**src/rtl/conv1_rm_pkg.sv**
```systemverilog
// Shared constants and state type for the conv1 row-major feature-map SRAM controller.
package conv1_rm_pkg;

    localparam int CONV1_RM_DATA_W = 16;
    localparam int CONV1_RM_ADDR_W = 9;
    localparam int CONV1_RM_DEPTH  = 336;

    typedef enum logic [1:0] {
        FILL,
        FULL,
        DRAIN
    } ctrl_state_e;

endpackage

```
**src/rtl/conv1_rm_sram_ctrl_if.sv**
```systemverilog
// Upstream write stream, downstream read stream and SRAM port-0 pins of the conv1 feature-map controller.
interface conv1_rm_sram_ctrl_if
    import conv1_rm_pkg::*;
#(
    parameter int DATA_WIDTH = CONV1_RM_DATA_W,
    parameter int ADDR_WIDTH = CONV1_RM_ADDR_W
) ();

    logic                  wr_valid;
    logic                  wr_ready;
    logic [DATA_WIDTH-1:0] wr_data;
    logic                  rd_start;
    logic                  rd_valid;
    logic                  rd_ready;
    logic [DATA_WIDTH-1:0] rd_data;
    logic                  rd_last;
    logic                  full;
    logic                  sram_csb0;
    logic                  sram_web0;
    logic [ADDR_WIDTH-1:0] sram_addr0;
    logic [DATA_WIDTH-1:0] sram_din0;
    logic [DATA_WIDTH-1:0] sram_dout0;

    // The controller is the slave of both streams and drives the macro pins.
    modport slave (
        input  wr_valid, wr_data, rd_start, rd_ready, sram_dout0,
        output wr_ready, rd_valid, rd_data, rd_last, full,
               sram_csb0, sram_web0, sram_addr0, sram_din0
    );

    modport master (
        output wr_valid, wr_data, rd_start, rd_ready, sram_dout0,
        input  wr_ready, rd_valid, rd_data, rd_last, full,
               sram_csb0, sram_web0, sram_addr0, sram_din0
    );

endinterface

```
**src/rtl/conv1_rm_rd_skid.sv**
```systemverilog
// Two-entry FIFO of {rd_last, data} that absorbs SRAM read data while the downstream stalls.
module conv1_rm_rd_skid #(
    parameter int DATA_WIDTH = 16
) (
    input  logic                clk0,
    input  logic                rst_n,
    input  logic                push,
    input  logic [DATA_WIDTH-1:0] push_data,
    input  logic                push_last,
    input  logic                pop,
    output logic [1:0]          count,
    output logic [DATA_WIDTH:0] head
);

    logic [DATA_WIDTH:0] mem_q [2];
    logic                rd_idx_q;
    logic                wr_idx_q;
    logic [1:0]          count_q;

    // NOTE: the two entries are reset as well so rd_data/rd_last are defined straight out of reset.
    always_ff @(posedge clk0 or negedge rst_n) begin
        if (!rst_n) begin
            mem_q[0] <= '0;
            mem_q[1] <= '0;
            rd_idx_q <= 1'b0;
            wr_idx_q <= 1'b0;
            count_q  <= 2'd0;
        end else begin
            if (push) begin
                mem_q[wr_idx_q] <= {push_last, push_data};
                wr_idx_q        <= ~wr_idx_q;
            end
            if (pop) begin
                rd_idx_q <= ~rd_idx_q;
            end
            count_q <= count_q + 2'(push) - 2'(pop);
        end
    end

    assign count = count_q;
    assign head  = mem_q[rd_idx_q];

endmodule

```
**src/rtl/conv1_rm_sram_ctrl.sv**
```systemverilog
// Port-0 master for the conv1 feature-map SRAM: sequential fill from a stream, ordered drain on command.
module conv1_rm_sram_ctrl
    import conv1_rm_pkg::*;
#(
    parameter int DATA_WIDTH = CONV1_RM_DATA_W,
    parameter int ADDR_WIDTH = CONV1_RM_ADDR_W,
    parameter int DEPTH      = CONV1_RM_DEPTH
) (
    input logic                 clk0,
    input logic                 rst_n,
    conv1_rm_sram_ctrl_if.slave bus
);

    // One extra bit so rd_ptr can sit at DEPTH once every address has been issued.
    localparam int               PTR_W  = ADDR_WIDTH + 1;
    localparam logic [PTR_W-1:0] DEPTH_P = PTR_W'(DEPTH);
    localparam logic [PTR_W-1:0] LAST_P  = PTR_W'(DEPTH - 1);

    ctrl_state_e           state_q, state_d;
    logic [PTR_W-1:0]      wr_ptr_q, wr_ptr_d;
    logic [PTR_W-1:0]      rd_ptr_q, rd_ptr_d;
    logic                  inflight_q;
    logic                  inflight_last_q;
    logic [ADDR_WIDTH-1:0] addr_q;
    logic [DATA_WIDTH-1:0] din_q;
    logic                  do_write;
    logic                  do_read;
    logic                  pop;
    logic [2:0]            occ_after;
    logic [1:0]            skid_count;
    logic [DATA_WIDTH:0]   skid_head;

    assign pop       = bus.rd_valid && bus.rd_ready;
    assign occ_after = 3'(skid_count) + 3'(inflight_q) - 3'(pop);

    // NOTE: every output of this block gets a default first, so no path leaves a latch behind.
    always_comb begin
        state_d        = state_q;
        wr_ptr_d       = wr_ptr_q;
        rd_ptr_d       = rd_ptr_q;
        do_write       = 1'b0;
        do_read        = 1'b0;
        bus.wr_ready   = (state_q == FILL);
        bus.full       = (state_q == FULL);
        bus.sram_csb0  = 1'b1;
        bus.sram_web0  = 1'b1;
        bus.sram_addr0 = addr_q;
        bus.sram_din0  = din_q;

        unique case (state_q)
            FILL: begin
                if (bus.wr_valid) begin
                    do_write       = 1'b1;
                    bus.sram_csb0  = 1'b0;
                    bus.sram_web0  = 1'b0;
                    bus.sram_addr0 = wr_ptr_q[ADDR_WIDTH-1:0];
                    bus.sram_din0  = bus.wr_data;
                    if (wr_ptr_q == LAST_P) begin
                        wr_ptr_d = '0;
                        state_d  = FULL;
                    end else begin
                        wr_ptr_d = wr_ptr_q + 1'b1;
                    end
                end
            end
            FULL: begin
                if (bus.rd_start) begin
                    state_d = DRAIN;
                end
            end
            DRAIN: begin
                // Never let issued-but-unpopped words exceed the two skid slots.
                if (rd_ptr_q < DEPTH_P && occ_after < 3'd2) begin
                    do_read        = 1'b1;
                    bus.sram_csb0  = 1'b0;
                    bus.sram_addr0 = rd_ptr_q[ADDR_WIDTH-1:0];
                    rd_ptr_d       = rd_ptr_q + 1'b1;
                end
                if (pop && skid_count == 2'd1 && !inflight_q && rd_ptr_q == DEPTH_P) begin
                    state_d  = FILL;
                    rd_ptr_d = '0;
                end
            end
            default: begin
                state_d = FILL;
            end
        endcase
    end

    // NOTE: sequential state uses non-blocking assignments so every flop samples pre-edge values.
    always_ff @(posedge clk0 or negedge rst_n) begin
        if (!rst_n) begin
            state_q         <= FILL;
            wr_ptr_q        <= '0;
            rd_ptr_q        <= '0;
            inflight_q      <= 1'b0;
            inflight_last_q <= 1'b0;
            addr_q          <= '0;
            din_q           <= '0;
        end else begin
            state_q         <= state_d;
            wr_ptr_q        <= wr_ptr_d;
            rd_ptr_q        <= rd_ptr_d;
            inflight_q      <= do_read;
            inflight_last_q <= do_read && (rd_ptr_q == LAST_P);
            if (do_write || do_read) begin
                addr_q <= bus.sram_addr0;
            end
            if (do_write) begin
                din_q <= bus.wr_data;
            end
        end
    end

    // The macro's read data is only valid up to the edge after the read, so it is pushed there unconditionally.
    conv1_rm_rd_skid #(
        .DATA_WIDTH(DATA_WIDTH)
    ) u_skid (
        .clk0      (clk0),
        .rst_n     (rst_n),
        .push      (inflight_q),
        .push_data (bus.sram_dout0),
        .push_last (inflight_last_q),
        .pop       (pop),
        .count     (skid_count),
        .head      (skid_head)
    );

    assign bus.rd_valid = (skid_count != 2'd0);
    assign bus.rd_data  = skid_head[DATA_WIDTH-1:0];
    assign bus.rd_last  = skid_head[DATA_WIDTH];

endmodule

```
**src/flat_wrapper.sv**
```systemverilog
// flat-port wrapper written by rule: the top's interface ports become plain ports
module conv1_rm_sram_ctrl_flat import conv1_rm_pkg::*;
#(
    parameter int DATA_WIDTH = CONV1_RM_DATA_W,
    parameter int ADDR_WIDTH = CONV1_RM_ADDR_W,
    parameter int DEPTH      = CONV1_RM_DEPTH
)
  (clk0, rst_n, bus_wr_valid, bus_wr_data, bus_rd_start, bus_rd_ready, bus_sram_dout0, bus_wr_ready, bus_rd_valid, bus_rd_data, bus_rd_last, bus_full, bus_sram_csb0, bus_sram_web0, bus_sram_addr0, bus_sram_din0);
  conv1_rm_sram_ctrl_if #(.DATA_WIDTH(DATA_WIDTH), .ADDR_WIDTH(ADDR_WIDTH)) bus_i ();
  input logic clk0;
  input logic rst_n;
  input wire logic [$bits(bus_i.wr_valid)-1:0] bus_wr_valid;
  input wire logic [$bits(bus_i.wr_data)-1:0] bus_wr_data;
  input wire logic [$bits(bus_i.rd_start)-1:0] bus_rd_start;
  input wire logic [$bits(bus_i.rd_ready)-1:0] bus_rd_ready;
  input wire logic [$bits(bus_i.sram_dout0)-1:0] bus_sram_dout0;
  output wire logic [$bits(bus_i.wr_ready)-1:0] bus_wr_ready;
  output wire logic [$bits(bus_i.rd_valid)-1:0] bus_rd_valid;
  output wire logic [$bits(bus_i.rd_data)-1:0] bus_rd_data;
  output wire logic [$bits(bus_i.rd_last)-1:0] bus_rd_last;
  output wire logic [$bits(bus_i.full)-1:0] bus_full;
  output wire logic [$bits(bus_i.sram_csb0)-1:0] bus_sram_csb0;
  output wire logic [$bits(bus_i.sram_web0)-1:0] bus_sram_web0;
  output wire logic [$bits(bus_i.sram_addr0)-1:0] bus_sram_addr0;
  output wire logic [$bits(bus_i.sram_din0)-1:0] bus_sram_din0;
  assign bus_i.wr_valid = bus_wr_valid;
  assign bus_i.wr_data = bus_wr_data;
  assign bus_i.rd_start = bus_rd_start;
  assign bus_i.rd_ready = bus_rd_ready;
  assign bus_i.sram_dout0 = bus_sram_dout0;
  assign bus_wr_ready = bus_i.wr_ready;
  assign bus_rd_valid = bus_i.rd_valid;
  assign bus_rd_data = bus_i.rd_data;
  assign bus_rd_last = bus_i.rd_last;
  assign bus_full = bus_i.full;
  assign bus_sram_csb0 = bus_i.sram_csb0;
  assign bus_sram_web0 = bus_i.sram_web0;
  assign bus_sram_addr0 = bus_i.sram_addr0;
  assign bus_sram_din0 = bus_i.sram_din0;
  conv1_rm_sram_ctrl #(.DATA_WIDTH(DATA_WIDTH), .ADDR_WIDTH(ADDR_WIDTH), .DEPTH(DEPTH)) u_core (.clk0(clk0), .rst_n(rst_n), .bus(bus_i));
endmodule
```
**config.mk**
```make
export PLATFORM = sky130hd
export DESIGN_NAME = conv1_rm_sram_ctrl_flat
export DESIGN_NICKNAME = d
export VERILOG_FILES = /design/src/rtl/conv1_rm_pkg.sv /design/src/rtl/conv1_rm_sram_ctrl_if.sv /design/src/rtl/conv1_rm_rd_skid.sv /design/src/rtl/conv1_rm_sram_ctrl.sv /design/src/flat_wrapper.sv
export SDC_FILE = /design/constraint.sdc
export NUM_CORES = 1
export LEC_CHECK = 0
export ABC_CLOCK_PERIOD_IN_PS = 3600
export CAP_MARGIN = 20
export CORE_ASPECT_RATIO = 1.2
export CORE_MARGIN = 10
export CORE_UTILIZATION = 35
export DETAILED_ROUTE_END_ITERATION = 16
export DONT_BUFFER_PORTS = 1
export GPL_ROUTABILITY_DRIVEN = 0
export PLACE_DENSITY_LB_ADDON = 0.3
export SYNTH_ARGS = -nofsm -noshare
export SYNTH_HDL_FRONTEND = slang
export SYNTH_SLANG_ARGS = --single-unit
```
**constraint.sdc**
```tcl
create_clock -name clk0 -period 3.6 [get_ports clk0]
set_input_delay 0.54 -clock clk0 [delete_from_list [all_inputs] [get_ports clk0]]
set_output_delay 0.54 -clock clk0 [all_outputs]
set_load 0.05 [all_outputs]
```
==> flow_metrics.tcl <==
set metrics [dict create \
    status "finished clean" \
    first_pass_iters 4 \
    period_minus_slack_ns 3.53 \
    wl_um 8540 \
    skew_ns 0.00674 \
    synth_enable_flop_cells 0 \
    clock_path_buffers 2 \
    die_w_um 118 \
    met1_length_um 3850 \
    clk_latency_ns 0.33 \
    final_cell_area_mm2 0.00489 \
    root_buffer "clkbuf_16" \
    drt-initial-drc-count 101 \
    fp.coreArea_mm2 0.0112 \
    nFillCells 1051 \
    ys_seq_area_share_pct 53.9 \
    drv_slew 0 \
    avgViaCountPerCell 5.11 \
    path_cells "o21ai_2, xnor2_1, ha_2, inv_1, fa_2, xor2_2, a2111oi_4, buf_4, a21oi_4, a221o_1, buf_12" \
    syn_area_mm2 0.00404 \
    synth_seq_cells 87 \
    reg2reg_to "u_core.rd_ptr_q[2]" \
    final_nets 381 \
    place_area_mm2 0.00441 \
    synth_most_common_cell "dfrtp_1" \
    grt_pass1_wl_um 13700 \
    min_path_type "primary input to asynchronous set/reset pin" \
    r2r-start "u_core.u_skid.count[0]" \
    avgSynthCellArea_um2 12.7 \
    syn_inst 318 \
    setup_viol 0 \
    hpwl_um 5830 \
    wire_per_inst_um 17.2 \
    dp_cells 474 \
    vias 2535 \
    cp_max_fo 7 \
    grt_usage_pct 10.5 \
    fmax_mhz 283 \
    start_util_pct 36.1 \
    fin_cells 496 \
    p_total_uw 2740 \
    n_antenna_cell 0 \
    cts_tree "yes" \
    async_reset_ff_share_pct 100 \
    wl_met2_um 3990 \
    antenna_left 0 \
    highest_layer "met4" \
    drcViolationCount 0 \
    io_pins 84 \
    leakage_uw 0.00223 \
    peakVddDrop_uv 358 \
    rsz0062_at_grt "yes" \
    timing_worst_setup_path_type "register to primary output" \
    yosys-top-cells-area "dfrtp_1 (54%), mux2_2 (23%), nand2_1 (2.4%)" \
    reg2reg_depth 14 \
    worstPathRequired_ns 3.06 \
    area_growth_pct 21.0 \
    crit_buf_inv 3 \
    power_density_mw_per_mm2 559 \
    ys_types 45 \
    hold_viol 0 \
    critPathSlowestCell "dfrtp_1" \
    port_buffers 0 \
    max_stage_delay_ns 0.39 \
    cpLargestDelayFamily "compound AO/OA/AOI/OAI gates" \
    worstMarginPinSlew_ns 1.06 \
    postSynthNetCount 360 \
    crit_cells 11 \
    ys.warnings.count 0 \
    dieArea_mm2 0.0163 \
    rows 42 \
    overflow 0 \
    clock-sinks 87 \
    first_global_vias 2637 \
    cts_made_buffers 9 \
    start_kind "register" \
    antenna_found_initial 0 \
    grt_max_degree 88 \
    yosysTopAreaCell "dfrtp_1" \
    period_share_pct 98.1 \
    cts_max_level 3 \
    setup.worst_path.end_class "primary output" \
    drv_cap 0 \
    whs_ns 0.117 \
    r2r_slack_ns 0.87 \
    layout-drive-gt1-share_pct 41.5 \
    arrival_ns 2.99 \
    wl_met3_um 600 \
    yosys.area.top_type_share_pct 53.9 \
    fin_util_pct 43.7 \
    timing.slew.headroom_pct 28.9 \
    synthFlopType "dfrtp_1" \
    clk_pin_slew_ns 0.06 \
    die_y_um 138 \
    synth_common_cells "dfrtp_1 (87), mux2_2 (84), nand2_1 (26)" \
]
==> stage by stage <==
step,setup WS [ns],TNS (ns)
floorplan,0.00630,0
global placement,0.175,0
detailed placement,0.0957,0
CTS,0.0148,0
global route,-0.0777,-0.312
finish,0.0670,0
==> how the worst max path moves through the flow <==
| stage | from | end | slack, ns |
|---|---|---|---|
| after detailed placement | bus_rd_ready | bus_sram_addr0[6] | 0.1 |
| final | u_core.u_skid.count[0] | bus_sram_addr0[0] | 0.07 |
| after global routing | u_core.u_skid.count[0] | bus_sram_addr0[2] | -0.08 |
| after global placement | bus_rd_ready | bus_sram_addr0[1] | 0.17 |
| after CTS | u_core.u_skid.count[0] | bus_sram_addr0[0] | 0.01 |
| after floorplan | u_core.u_skid.count[1] | bus_sram_addr0[0] | 0.006 |
==> cell type report <==
| type | count | area (µm²) | area share, % |
|---|---|---|---|
| Tap cell | 154 | 193 | 3.94 |
| Clock buffer | 9 | 225 | 4.60 |
| Inverter | 7 | 31.3 | 0.639 |
| Clock inverter | 5 | 108 | 2.20 |
| Timing Repair Buffer | 22 | 298 | 6.09 |
| Multi-Input combinational cell | 212 | 1860 | 38.0 |
| Sequential cell | 87 | 2180 | 44.5 |
==> routing by layer <==
metal | global-route usage (%) | vias up
met4 | 3.09 | 0
met5 | 0 | -
met1 | 12.7 | 1264
met2 | 16.7 | 73
li1 | - | 1189
met3 | 4.50 | 9
==> worst register-to-register path, stage by stage (launching register included) <==
cell and delay (ns):
dfrtp_1 0.39, o21ai_2 0.18, xnor2_1 0.15, ha_2 0.19, inv_1 0.05, fa_2 0.35, xor2_2 0.17, a2111oi_4 0.34
buf_4 0.18, nand2_4 0.08, clkinv_4 0.13, buf_4 0.11, buf_4 0.10, nand2_1 0.08, xnor2_1 0.13
==> sequential cells by signal (all words and copies together) (netlist names) <==
register	cells
u_core.u_skid.wr_idx_q	1
u_core.rd_ptr_q	10
u_core.u_skid.count	2
u_core.inflight_last_q	1
u_core.addr_q	9
u_core.din_q	16
u_core.wr_ptr_q	10
u_core.u_skid.mem_q	34
u_core.inflight_q	1
u_core.u_skid.rd_idx_q	1
u_core.state_q	2
==> report_power, final <==
| part | internal, µW | switching [µW] |
|---|---|---|
| clock | 674 | 368 |
| combinational | 235 | 302 |
| sequential | 1070 | 87.0 |
| total | 1980 | 757 |
==> cell families after synthesis <==
| logic type | Yosys count | share of synthesized area (%) |
|---|---|---|
| buffers and inverters | 20 | 2.01 |
| adders and majority gates | 5 | 1.73 |
| and+or+nand+nor | 73 | 9.29 |
| DFF | 87 | 53.9 |
| muxes | 84 | 23.4 |
| xor gates and xnor gates | 13 | 2.82 |
| AOI/OAI and AO/OA | 36 | 6.90 |
==> cell usage in the layout (no fill, tap or decap), types with 2 or more instances in the layout <==
cell type,instances
xor2_1,4
a21oi_1,3
ha_1,3
nor2_1,13
mux2_2,84
nand2b_1,2
o21ai_0,7
buf_12,9
dfrtp_1,87
xnor2_1,8
nand3_1,5
nand4_1,2
nand2_1,26
inv_1,6
buf_4,12
and3_1,4
clkinv_4,2
nor3b_2,2
a21o_1,3
a22oi_1,3
o21ai_2,2
nor2_2,2
bufinv_16,3
a22oi_2,2
clkbuf_16,9
nor3_1,3
a221o_1,8
==> repair_timing <==
item / in CTS / in global routing
buffers inserted: 3 / 3
endpoints found under the setup margin: 9 / 9
cloned: 0 / 1
resized for setup: 6 / 11
pin swaps: 3 / 3
hold endpoints to repair: 87 / 0
hold buffers: 1 / 0
No activity file was read; power rests on OpenSTA's default activity.
==> patch (config.mk and constraints unchanged) <==
Change the package constant `CONV1_RM_ADDR_W` from 9 to 7.
--- a/src/rtl/conv1_rm_pkg.sv
+++ b/src/rtl/conv1_rm_pkg.sv
@@ -2,7 +2,7 @@
 package conv1_rm_pkg;
 
     localparam int CONV1_RM_DATA_W = 16;
-    localparam int CONV1_RM_ADDR_W = 9;
+    localparam int CONV1_RM_ADDR_W = 7;
     localparam int CONV1_RM_DEPTH  = 336;
 
     typedef enum logic [1:0] {
Ports: changed (resized bus_sram_addr0); port bits go from 84 to 82. No check against the original RTL was run, so the function may have changed too.
==> patch against the unedited design <==
- critical path depth is the same
- highest routed layer unchanged
- design area shrank 13%
- register-to-register slack better by 0.05 ns
- setup slack improved by 0.079 ns
- area after synthesis decreased by 8.4%
- wire length fell by 5.6%
- cell count fell by 4.0%
- sequential cell count shrank 6
- critical endpoint is now bus_sram_addr0[1]
Power is not compared: it rests on default switching activity, and its combinational part moved more than twofold at a synthesized area within 25%.
==> patch: results (changes against the unedited design) <==
set qor(outcome) {complete, no violations}
set qor(post_cts_resized) 3 ;# -3
set qor(slowest_delay_ns) 0.51 ;# +0.12 ns
set qor(route.met2.wl_um) 3655 ;# -8.4%
set qor(seq_total_area_yosys_pct) 54.73 ;# +0.88 points
set qor(syn_nets) 373 ;# +3.6%
set qor(drive_above_1_share_pct) 28.24 ;# -13 points
set qor(crit-reg2reg-capture) {u_core.addr_q[6]}
set qor(dpl.hpwl_um) 5580 ;# -4.3%
set qor(met3_wirelength_um) 670 ;# +12%
set qor(arrival_ns) 2.91 ;# -0.08 ns
set qor(global_route.usage.met3_pct) 4.704 ;# +0.20 points
set qor(first_global_vias) 2596 ;# -1.6%
set qor(crit_path_top_delay_cell) {fa_1}
set qor(synth_top_cells_by_count) {85 x nand2_1, 81 x dfrtp_1, 51 x mux2_2}
set qor(detailed_place.area_um2) 3889 ;# -12%
set qor(overall_global_routing_resource_usage_pct) 10.75 ;# +0.25 points
set qor(hold_class) {in -> async}
set qor(cts_root_buf) {clkbuf_16}
set qor(detail_route.first_pass.iterations) 4 ;# unchanged
set qor(h-tree-depth) 3 ;# unchanged
set qor(fin_nets) 384 ;# +0.79%
set qor(grtUsageMet2_pct) 16.19 ;# -0.52 points
set qor(path_clk_slew_ns) 0.06 ;# about the same
set qor(finalHoldWorstSlack_ns) 0.1156 ;# -0.001508 ns
set qor(use_met1_pct) 13.06 ;# +0.36 points
set qor(cts_inserted_buffers) 9 ;# unchanged
set qor(synth_area_leaders) {dfrtp_1 55%, mux2_2 16%, nand2_1 8.6%, xnor2_1 1.9%, o21ai_0 1.6%}
set qor(drtIter0Drc) 79 ;# -22%
set qor(worst_r2r_path_depth) 10 ;# -4
set qor(routedLengthMet1_um) 3601 ;# -6.5%
set qor(worst_clock_skew_ns) 0.004819 ;# -0.001917 ns
set qor(hold_buffers) 1 ;# unchanged
set qor(synth.distinct_cells) 42 ;# -6.7%
set qor(regToRegSetupSlack_ns) 0.92 ;# +0.05 ns
set qor(crit_path_end) {bus_sram_addr0[1]}
set qor(asyncSetResetFlopFracSynth_pct) 100.0 ;# unchanged
set qor(biggest_regs) {u_core.u_skid.mem_q x34, u_core.din_q x16}
set qor(cts_setup_buffers) 0 ;# -3
set qor(p_sw_share_pct) 44.33
set qor(path_delay_family) {simple AND/OR/NAND/NOR gates}
set qor(ctsLongestPathBuffers) 2 ;# unchanged
set qor(tightestPinTransition_ns) 1.062 ;# -0.002230 ns
set qor(power_leakage_uw) 0.002026
set qor(largest_net_degree_at_the_start_of_global_routing) 82 ;# -6.8%
set qor(first_pass_grt_wire_length_um) 13280 ;# -3.3%
set qor(post_dr_wirelength_cell_um) 16.92 ;# -1.7%
set qor(setup.worst_path.start) {u_core.inflight_q}
set qor(n_antenna_cell) 0 ;# unchanged
set qor(dr_total_vias) 2455 ;# -3.2%
set qor(highest-signal-layer) {met4}
set qor(cp_max_fo) 19 ;# +12
-- patch: cell types whose count changed in the layout (fill, tap and decap cells not counted), moves of 5 or more --
cell,unedited run,this run
dfrtp_1,87,81
nor2_1,13,8
a221o_1,8,1
nand2_1,26,85
o21ai_1,1,7
mux2_2,84,51
buf_12,9,1
-- patch: power by group through the flow --
stage               logic (uW)  clock network [uW]  registers [uW]
finish                    2430                 999            1460
global route              2600                1070            1500
CTS                       2400                1030            1460
detailed placement        2340                   0            1480
global placement          2330                   0            1460
floorplan                 2000                   0            1360
-- patch: per-stage QoR --
step                setup slack (ns)  instances  utilization (%)  power [uW]
finish                        0.1461        476            41.09        4883
global route              -0.0008862        476            41.09        5162
CTS                          0.03905        475            40.83        4890
detailed placement            0.1775        458            37.34        3820
global placement              0.2458        458            37.34        3787
floorplan                    -0.3277        331                -        3360
-- patch: kinds of logic after synthesis --
kind of cell    after synthesis  share of synthesized area, %
compound gates               32                         5.811
flops                        81                         54.73
mux                          52                         15.78
xor+xnor                     12                         2.838
simple gates                126                         15.71
fa+ha+maj                     5                         1.892
buf+inv                      23                         3.243
-- patch: worst register-to-register path, stage by stage (launching register included) --
cell	delay, ns
dfrtp_1	0.42
or2_2	0.35
nand2_1	0.07
ha_1	0.15
inv_1	0.06
fa_1	0.51
nor2b_4	0.17
and4_4	0.28
nor2_2	0.06
buf_4	0.20
a221o_1	0.30
-- patch: cell type report --
| class | instances | area [um^2] |
|---|---|---|
| Clock inverter | 5 | 77.57 |
| Clock buffer | 11 | 252.7 |
| Multi-Input combinational cell | 227 | 1578 |
| Sequential cell | 81 | 2027 |
| Inverter | 8 | 30.03 |
| Timing Repair Buffer | 15 | 152.6 |
| Fill cell | 1000 | 6135 |
| Tap cell | 129 | 161.4 |
